$ cat src/rtl/cla_adder_arbiter.sv
`timescale 1ns/1ps
// -----------------------------------------------------------------------------
// cla_adder_arbiter
//
// Purpose:
//   Shares one external, decomposed CLA adder between two requesters. Grants
//   are round-robin and only one operation is in flight at a time. Accepted
//   operands are registered onto the adder inputs and held for LAT cycles.
//   The adder sum is then captured and returned together with the ID of the
//   requester that issued it.
//
// Parameters:
//   NBIT  operand width; the sum is NBIT+1 bits and its MSB is the carry out
//   LAT   cycles from operand launch to sampling add_s (1..15)
//
// Ports:
//   clk                      rising-edge clock
//   rst                      synchronous reset, active-high
//   req0_valid / req0_ready  requester 0 handshake (ready only in IDLE)
//   req0_a, req0_b, req0_cin requester 0 operands
//   req1_*                   same set for requester 1
//   add_a, add_b, add_cin    registered operands to the shared adder
//   add_s                    sum from the shared adder
//   res_valid / res_ready    result handshake
//   res_id                   requester that issued the result
//   res_sum                  captured sum
//   err                      sticky self-check error
//
// Optional feature:
//   CLA_ARB_CHECK_EN defined   -> at the capture edge, add_s is compared with a
//                                 behavioural sum. A mismatch sets err until rst.
//   CLA_ARB_CHECK_EN undefined -> no comparator is built and err is tied to 0.
// -----------------------------------------------------------------------------
module cla_adder_arbiter #(
  parameter int NBIT = 7,
  parameter int LAT  = 1
) (
  input  logic            clk,
  input  logic            rst,
  input  logic            req0_valid,
  output logic            req0_ready,
  input  logic [NBIT-1:0] req0_a,
  input  logic [NBIT-1:0] req0_b,
  input  logic            req0_cin,
  input  logic            req1_valid,
  output logic            req1_ready,
  input  logic [NBIT-1:0] req1_a,
  input  logic [NBIT-1:0] req1_b,
  input  logic            req1_cin,
  output logic [NBIT-1:0] add_a,
  output logic [NBIT-1:0] add_b,
  output logic            add_cin,
  input  logic [NBIT:0]   add_s,
  output logic            res_valid,
  input  logic            res_ready,
  output logic            res_id,
  output logic [NBIT:0]   res_sum,
  output logic            err
);

  typedef enum logic [1:0] {
    IDLE = 2'd0,
    WAIT = 2'd1,
    HOLD = 2'd2
  } state_t;

  localparam logic [3:0] LAT_CNT = 4'(LAT);

  state_t          state_reg;
  logic [3:0]      cnt_reg;
  logic            prio_reg;
  logic            id_reg;
  logic [NBIT-1:0] add_a_reg;
  logic [NBIT-1:0] add_b_reg;
  logic            add_cin_reg;
  logic            res_valid_reg;
  logic            res_id_reg;
  logic [NBIT:0]   res_sum_reg;

  // Requester ports are gathered into indexed vectors so that the grant and
  // the operand mux do not need to be written out once per requester.
  logic [1:0]      req_valid;
  logic [1:0]      req_ready;
  logic [NBIT-1:0] req_a   [2];
  logic [NBIT-1:0] req_b   [2];
  logic [1:0]      req_cin;

  assign req_valid  = {req1_valid, req0_valid};
  assign req_a[0]   = req0_a;
  assign req_a[1]   = req1_a;
  assign req_b[0]   = req0_b;
  assign req_b[1]   = req1_b;
  assign req_cin    = {req1_cin, req0_cin};
  assign req0_ready = req_ready[0];
  assign req1_ready = req_ready[1];

  // When both requesters are valid, prio breaks the tie. Otherwise the single
  // valid requester wins. grant_id is only meaningful while grant_any is set.
  logic grant_any;
  logic grant_id;
  logic transfer;

  assign grant_any = |req_valid;
  assign grant_id  = (&req_valid) ? prio_reg : req_valid[1];

  genvar gi;
  generate
    for (gi = 0; gi < 2; gi++) begin : g_ready
      // Ready is gated by rst so that no handshake can complete while the
      // block is being reset.
      assign req_ready[gi] = (state_reg == IDLE) && !rst && grant_any &&
                             (grant_id == 1'(gi));
    end
  endgenerate

  assign transfer = |(req_valid & req_ready);

  always_ff @(posedge clk) begin
    if (rst) begin
      state_reg     <= IDLE;
      cnt_reg       <= '0;
      prio_reg      <= 1'b0;
      id_reg        <= 1'b0;
      add_a_reg     <= '0;
      add_b_reg     <= '0;
      add_cin_reg   <= 1'b0;
      res_valid_reg <= 1'b0;
      res_id_reg    <= 1'b0;
      res_sum_reg   <= '0;
    end else begin
      case (state_reg)
        IDLE: begin
          if (transfer) begin
            add_a_reg   <= req_a[grant_id];
            add_b_reg   <= req_b[grant_id];
            add_cin_reg <= req_cin[grant_id];
            id_reg      <= grant_id;
            cnt_reg     <= LAT_CNT;
            prio_reg    <= ~grant_id;
            state_reg   <= WAIT;
          end
        end
        WAIT: begin
          // add_* are left untouched, so the adder sees stable operands
          // for the whole countdown.
          cnt_reg <= cnt_reg - 4'd1;
          if (cnt_reg == 4'd1) begin
            res_sum_reg   <= add_s;
            res_id_reg    <= id_reg;
            res_valid_reg <= 1'b1;
            state_reg     <= HOLD;
          end
        end
        HOLD: begin
          if (res_ready) begin
            res_valid_reg <= 1'b0;
            state_reg     <= IDLE;
          end
        end
        default: state_reg <= IDLE;
      endcase
    end
  end

  assign add_a     = add_a_reg;
  assign add_b     = add_b_reg;
  assign add_cin   = add_cin_reg;
  assign res_valid = res_valid_reg;
  assign res_id    = res_id_reg;
  assign res_sum   = res_sum_reg;

`ifdef CLA_ARB_CHECK_EN
  // The reference sum uses the held operands. It is evaluated only on the
  // edge where add_s is captured, because add_s is not meaningful elsewhere.
  logic [NBIT:0] ref_sum;
  logic          err_reg;

  assign ref_sum = {1'b0, add_a_reg} + {1'b0, add_b_reg} +
                   {{NBIT{1'b0}}, add_cin_reg};

  always_ff @(posedge clk) begin
    if (rst) begin
      err_reg <= 1'b0;
    end else if ((state_reg == WAIT) && (cnt_reg == 4'd1) && (add_s != ref_sum)) begin
      err_reg <= 1'b1;
    end
  end

  assign err = err_reg;
`else
  assign err = 1'b0;
`endif

endmodule

$ cat config.mk
export PLATFORM = sky130hd
export DESIGN_NAME = cla_adder_arbiter
export DESIGN_NICKNAME = d
export VERILOG_FILES = /design/src/rtl/cla_adder_arbiter.sv
export SDC_FILE = /design/constraint.sdc
export NUM_CORES = 1
export LEC_CHECK = 0
export ABC_AREA = 1
export CORE_AREA = 4 4 68 70
export DETAILED_ROUTE_END_ITERATION = 7
export DIE_AREA = 0 0 72 74
export GPL_TIMING_DRIVEN = 0
export PLACE_DENSITY = 0.77
export SYNTH_ARGS = -nofsm -noshare
export SYNTH_HDL_FRONTEND = slang
export SYNTH_SLANG_ARGS = --single-unit
export TNS_END_PERCENT = 50
$ cat constraint.sdc
create_clock -name clk -period 1.3 [get_ports clk]
set_input_delay 0.26 -clock clk [delete_from_list [all_inputs] [get_ports clk]]
set_output_delay 0.26 -clock clk [all_outputs]
set_load 0.01 [all_outputs]
* After elaboration in Yosys (flattened, before gate mapping) *
Cells that the tools add are included.

word-level totals
  input port bits = 43
  word-level logic and storage cells = 56
  register bits = 33
  output and inout bits = 28

operators by class
  equal/unequal tests = 6
  add/sub/neg operators = 1
  bitwise operators = 3
  muxes and demuxes = 18
  $lt $le $gt $ge = 2
  reductions and logical operators = 16

operators with widths
  kind                   number
  $mux W7                6
  $pmux W4 S2            1
  $reduce_and A2 Y1      4
  $mux W2                3
  $ne A2 B2 Y1 const B   3
  $pmux W2 S3            1
  $reduce_and A3 Y1      2
  $mux W1                5
  $eq A4 B1 Y1 const B   1
  $logic_and A1 B1 Y1    4
  $mux W4                1
  $reduce_bool A2 Y1     2
  $reduce_or A2 Y1       2
  $sub A4 B1 Y4 const B  1
  $and A2 B2 Y2          1
  $eq A2 B1 Y1 const B   1
  $eq A2 B2 Y1 const B   1
  $ge A2 B2 Y1 const B   1
  $logic_not A2 Y1       1
  $lt A1 B2 Y1 const B   1
  $not A1 Y2             1
  $pmux W1 S2            1
  $logic_not A1 Y1       1
  $not A1 Y1             1

* Logic depth before layout (Yosys ltp) *
  depth in word-level cells = 8
  mapped depth = 8
  gate-level depth less buffers = 7

* Worst setup path before layout *
Ideal clock, no wire load.

  kind = reg2out
  from = reg state_reg[0]
  to = out req0_ready
  buffers on the path = 1
  required time = 1.040 ns
  setup slack = 0.132 ns
  arrival = 0.908 ns
  cell stages (with the launch flop) = 7
  cells stage by stage = dfxtp_1 > nor2_4 > nand3_4 > clkinv_4 > buf_8 > nand2_1 > inv_1

between the ends
  word-level cells in the longest chain between the ends = 4

RTL lines
  element                            RTL line  source
  start: declaration                 69        state_t state_reg;
  start signal: assignment           120       state_reg <= IDLE;
  start signal: assignment           140       state_reg <= WAIT;
  start signal: assignment           151       state_reg <= HOLD;
  $logic_not A2 Y1                   111       assign req_ready[gi] = (state_reg == IDLE) && !rst && grant_any &&
  $logic_and A1 B1 Y1 (3 in series)  111
  end: declaration                   41        output logic req0_ready,

No other way between the ends.

* Final worst setup path *
  from = reg state_reg[0]
  to = out req1_ready

between the ends
  word-level cells in the longest chain between the ends = 4

RTL lines
  element                            RTL line  source
  $logic_not A2 Y1                   111
  $logic_and A1 B1 Y1 (3 in series)  111
  end: declaration                   46        output logic req1_ready,

No other way between the ends.

==> flow_summary.json <==
{
  "routabilityCongestion": 0.7361,
  "end_kind": "output port",
  "final_max_slew_viol_count": 0,
  "layout-drive-gt1-share_pct": 20.78,
  "routed_wl_mm": 4.098,
  "clock_sink_total": 33,
  "syn-num-nets": 266,
  "synth.lib_cells_used.distinct": 28,
  "clk_pin_slew_worst_setup_hold_paths_ns": 0.07,
  "main_flop_type_after_synthesis": "dfxtp_1",
  "io_buffer_count": 68,
  "core_area_um2": 3971,
  "irDropWorstVdd_uv": 877.8,
  "cp_slowest_stage_delay_ns": 0.36,
  "insertedDiodeCount": 0,
  "die_x_um": 72,
  "area_share_of_the_largest_cell_type_after_synthesis_pct": 40.46,
  "use_met3_pct": 5.135,
  "number_of_clock_buffers_inserted_by_tritoncts": 5,
  "worstSetupPathType": "register to output port",
  "gr-usage-met1_pct": 18.62,
  "drt-wirelength-per-cell_um": 11.45,
  "ant_nets": 0,
  "clock-root-buffer": "clkbuf_8",
  "ys_seq_elements": 33,
  "yosys_warnings": 0,
  "grt_busiest_layer": "met2",
  "syn-mean-instance-area_um2": 7.388,
  "number_of_detailed_routing_iterations_run_before_antenna_repair": 4,
  "critical_path_required_ns": 1.04,
  "net_count_final": 352,
  "clock-skew-final_ns": 0.008599,
  "slowest_stage": "dfxtp_4",
  "crit_arrival_ns": 1.20,
  "failed_checks": "setup timing",
  "finalCritPeriodShare_pct": 112.5,
  "synth_top_area_cell": "dfxtp_1",
  "initial_utilization_pct": 41.12,
  "grt_antenna_before_repair": 0,
  "clkLatencyLatePin_ns": 0.28,
  "critical_path_start_type": "register",
  "pwr_density_cell_nw_per_um2": 1195,
  "cts_hold_buf": 0,
  "drt_iter0_drc": 95,
  "result_of_the_run": "finished, violations left",
  "worst_slack_ns": -0.1621,
  "top_level_pins": 71,
  "grt_setup_unrepaired": "yes",
  "synth-edff-count": 0,
  "routed_vias_inst": 4.682,
  "tightest_slew_ns": 0.5597,
  "post-route-min-period_ns": 1.462,
  "commonest_cells_in_the_netlist": "nand2_1 (70), dfxtp_1 (33), nand3_1 (21), nor2_1 (20), a21oi_1 (16)",
  "synthCells": 221,
  "worst_hold_slack_ns": 0.3633,
  "power_leakage_uw": 0.001222,
  "largest_register_ffs": 8,
  "cp_max_fo": 3,
  "crit_top_cell": "nor2_4",
  "cts_tree": "done",
  "worstPathCellList": "nor2_4 > nand3_4 > buf_8 > nor2_4 > buf_6",
  "fp.dieH_um": 74,
  "flow.area_growth_from_synthesis_pct": 58.93,
  "die_area_um2": 5328,
  "max-clock-path-buffers": 2,
  "maxCapViolations": 0,
  "finalNonFillerCells": 358,
  "setup_viol": 2,
  "grt_start_max_net_pins": 12,
  "synth-seq-area-share_pct": 40.46,
  "fmaxAchievable_mhz": 683.9,
  "placement_rows": 23,
  "post_synth_main_area_contributors": "dfxtp_1 (40%), nand2_1 (16%), nand3_1 (6.4%), a21oi_1 (4.9%), nor2_1 (4.6%)",
  "globalRoute.totalOverflow": 0,
  "first_global_vias": 1596,
  "hold_viol": 0,
  "placed_cells": 339,
  "timing.hold.worst.class": "primary input to register",
  "timing.slew.headroom_pct": 62.69,
  "synthesized_cell_area_um2": 1633,
  "grt.total_usage_pct": 16.13,
  "post-synth-top-count-cell": "nand2_1",
  "dr_total_vias": 1676,
  "groute.layer.met2.usage_pct": 28.06,
  "cts_max_level": 2,
  "asyncSetResetFlopFracSynth_pct": 0,
  "drc": 0,
  "place_hpwl_mm": 3.053,
  "grt_pass1_wl_mm": 6.837
}
path summary, 6_finish.rpt:
check	from	end	slack (ns)	cells after the start
worst max-delay path	state_reg[0]	req1_ready	-0.16	5
worst min-delay path	rst	cnt_reg[1]	0.36	2
worst max register to register	state_reg[0]	id_reg	0.08	6
worst min register to register	add_b[3]	add_b[3]	0.46	2
timing repair:
action,CTS,global route
hold endpoints to repair,0,0
buffers inserted,9,3
endpoints found under the setup margin,27,7
pin swaps,5,4
gates resized for setup,46,5
cloned,0,0
metal layers:
| metal | wire length, µm | vias up |
|---|---|---|
| met5 | 0 | - |
| li1 | - | 874 |
| met1 | 1709 | 738 |
| met3 | 354 | 6 |
| met2 | 1993 | 58 |
| met4 | 40 | 0 |
cells by family after synthesis:
kind of cell             after synthesis  share of synthesized area (%)
AO/OA/AOI/OAI                         35                          13.18
adder cells (fa/ha/maj)                2                          1.532
buffers and inverters                 28                          10.27
flip-flops                            33                          40.46
other                                  1                         0.2297
AND/OR/NAND/NOR                      122                          34.33
cell usage in the layout, fill, tap and decap left out, types with 4 or more instances in the layout:
cell             instances
o21ai_0                  4
nor2_1                  20
clkbuf_8                 5
buf_6                    6
a21oi_1                 16
dlygate4sd2_1           27
nand3_1                 21
dfxtp_1                 30
o21ai_1                  4
buf_4                   13
nand2_1                 69
a21oi_2                  6
nand2_4                  5
inv_2                    7
clkdlybuf4s50_1         39
inv_1                    7
o21ai_2                  4
report_power, final:
part	internal [µW]	switching, µW	leakage, µW
clock network	762	373	0.0000681
registers	1110	55.4	0.000271
logic	408	398	0.000883
total	2280	826	0.00122
through the flow:
stage / TNS (ns) / util, % / cell area (µm²) / power, µW / setup slack (ns)
final: -0.2447 / 65.34 / 2595 / 3101 / -0.1621
after global placement: -7.887 / 59.83 / 2376 / 1959 / -0.8708
after detailed placement: -7.700 / 59.83 / 2376 / 1975 / -0.8556
after global routing: -0.3475 / 65.34 / 2595 / 3281 / -0.2129
after floorplan: 0 / - / 1633 / 1633 / 0.1318
after CTS: -0.3075 / 64.34 / 2555 / 3106 / -0.1895
final cells by class:
class / instances / area [µm²]
buffer: 11 / 88.84
clock buffer: 5 / 68.82
clock inverter: 3 / 65.06
fill: 364 / 1376
inverter: 16 / 67.56
multi-input combinational: 160 / 817.0
sequential: 33 / 669.4
tap: 50 / 62.56
timing repair buffer: 80 / 755.7
critical path, delay by kind of cell, from the launching register on:
kind | cells | cell delay, ns
simple gates | 3 | 0.32
flops | 1 | 0.36
buf+inv | 2 | 0.25
Power figures use the tool's default switching activity.
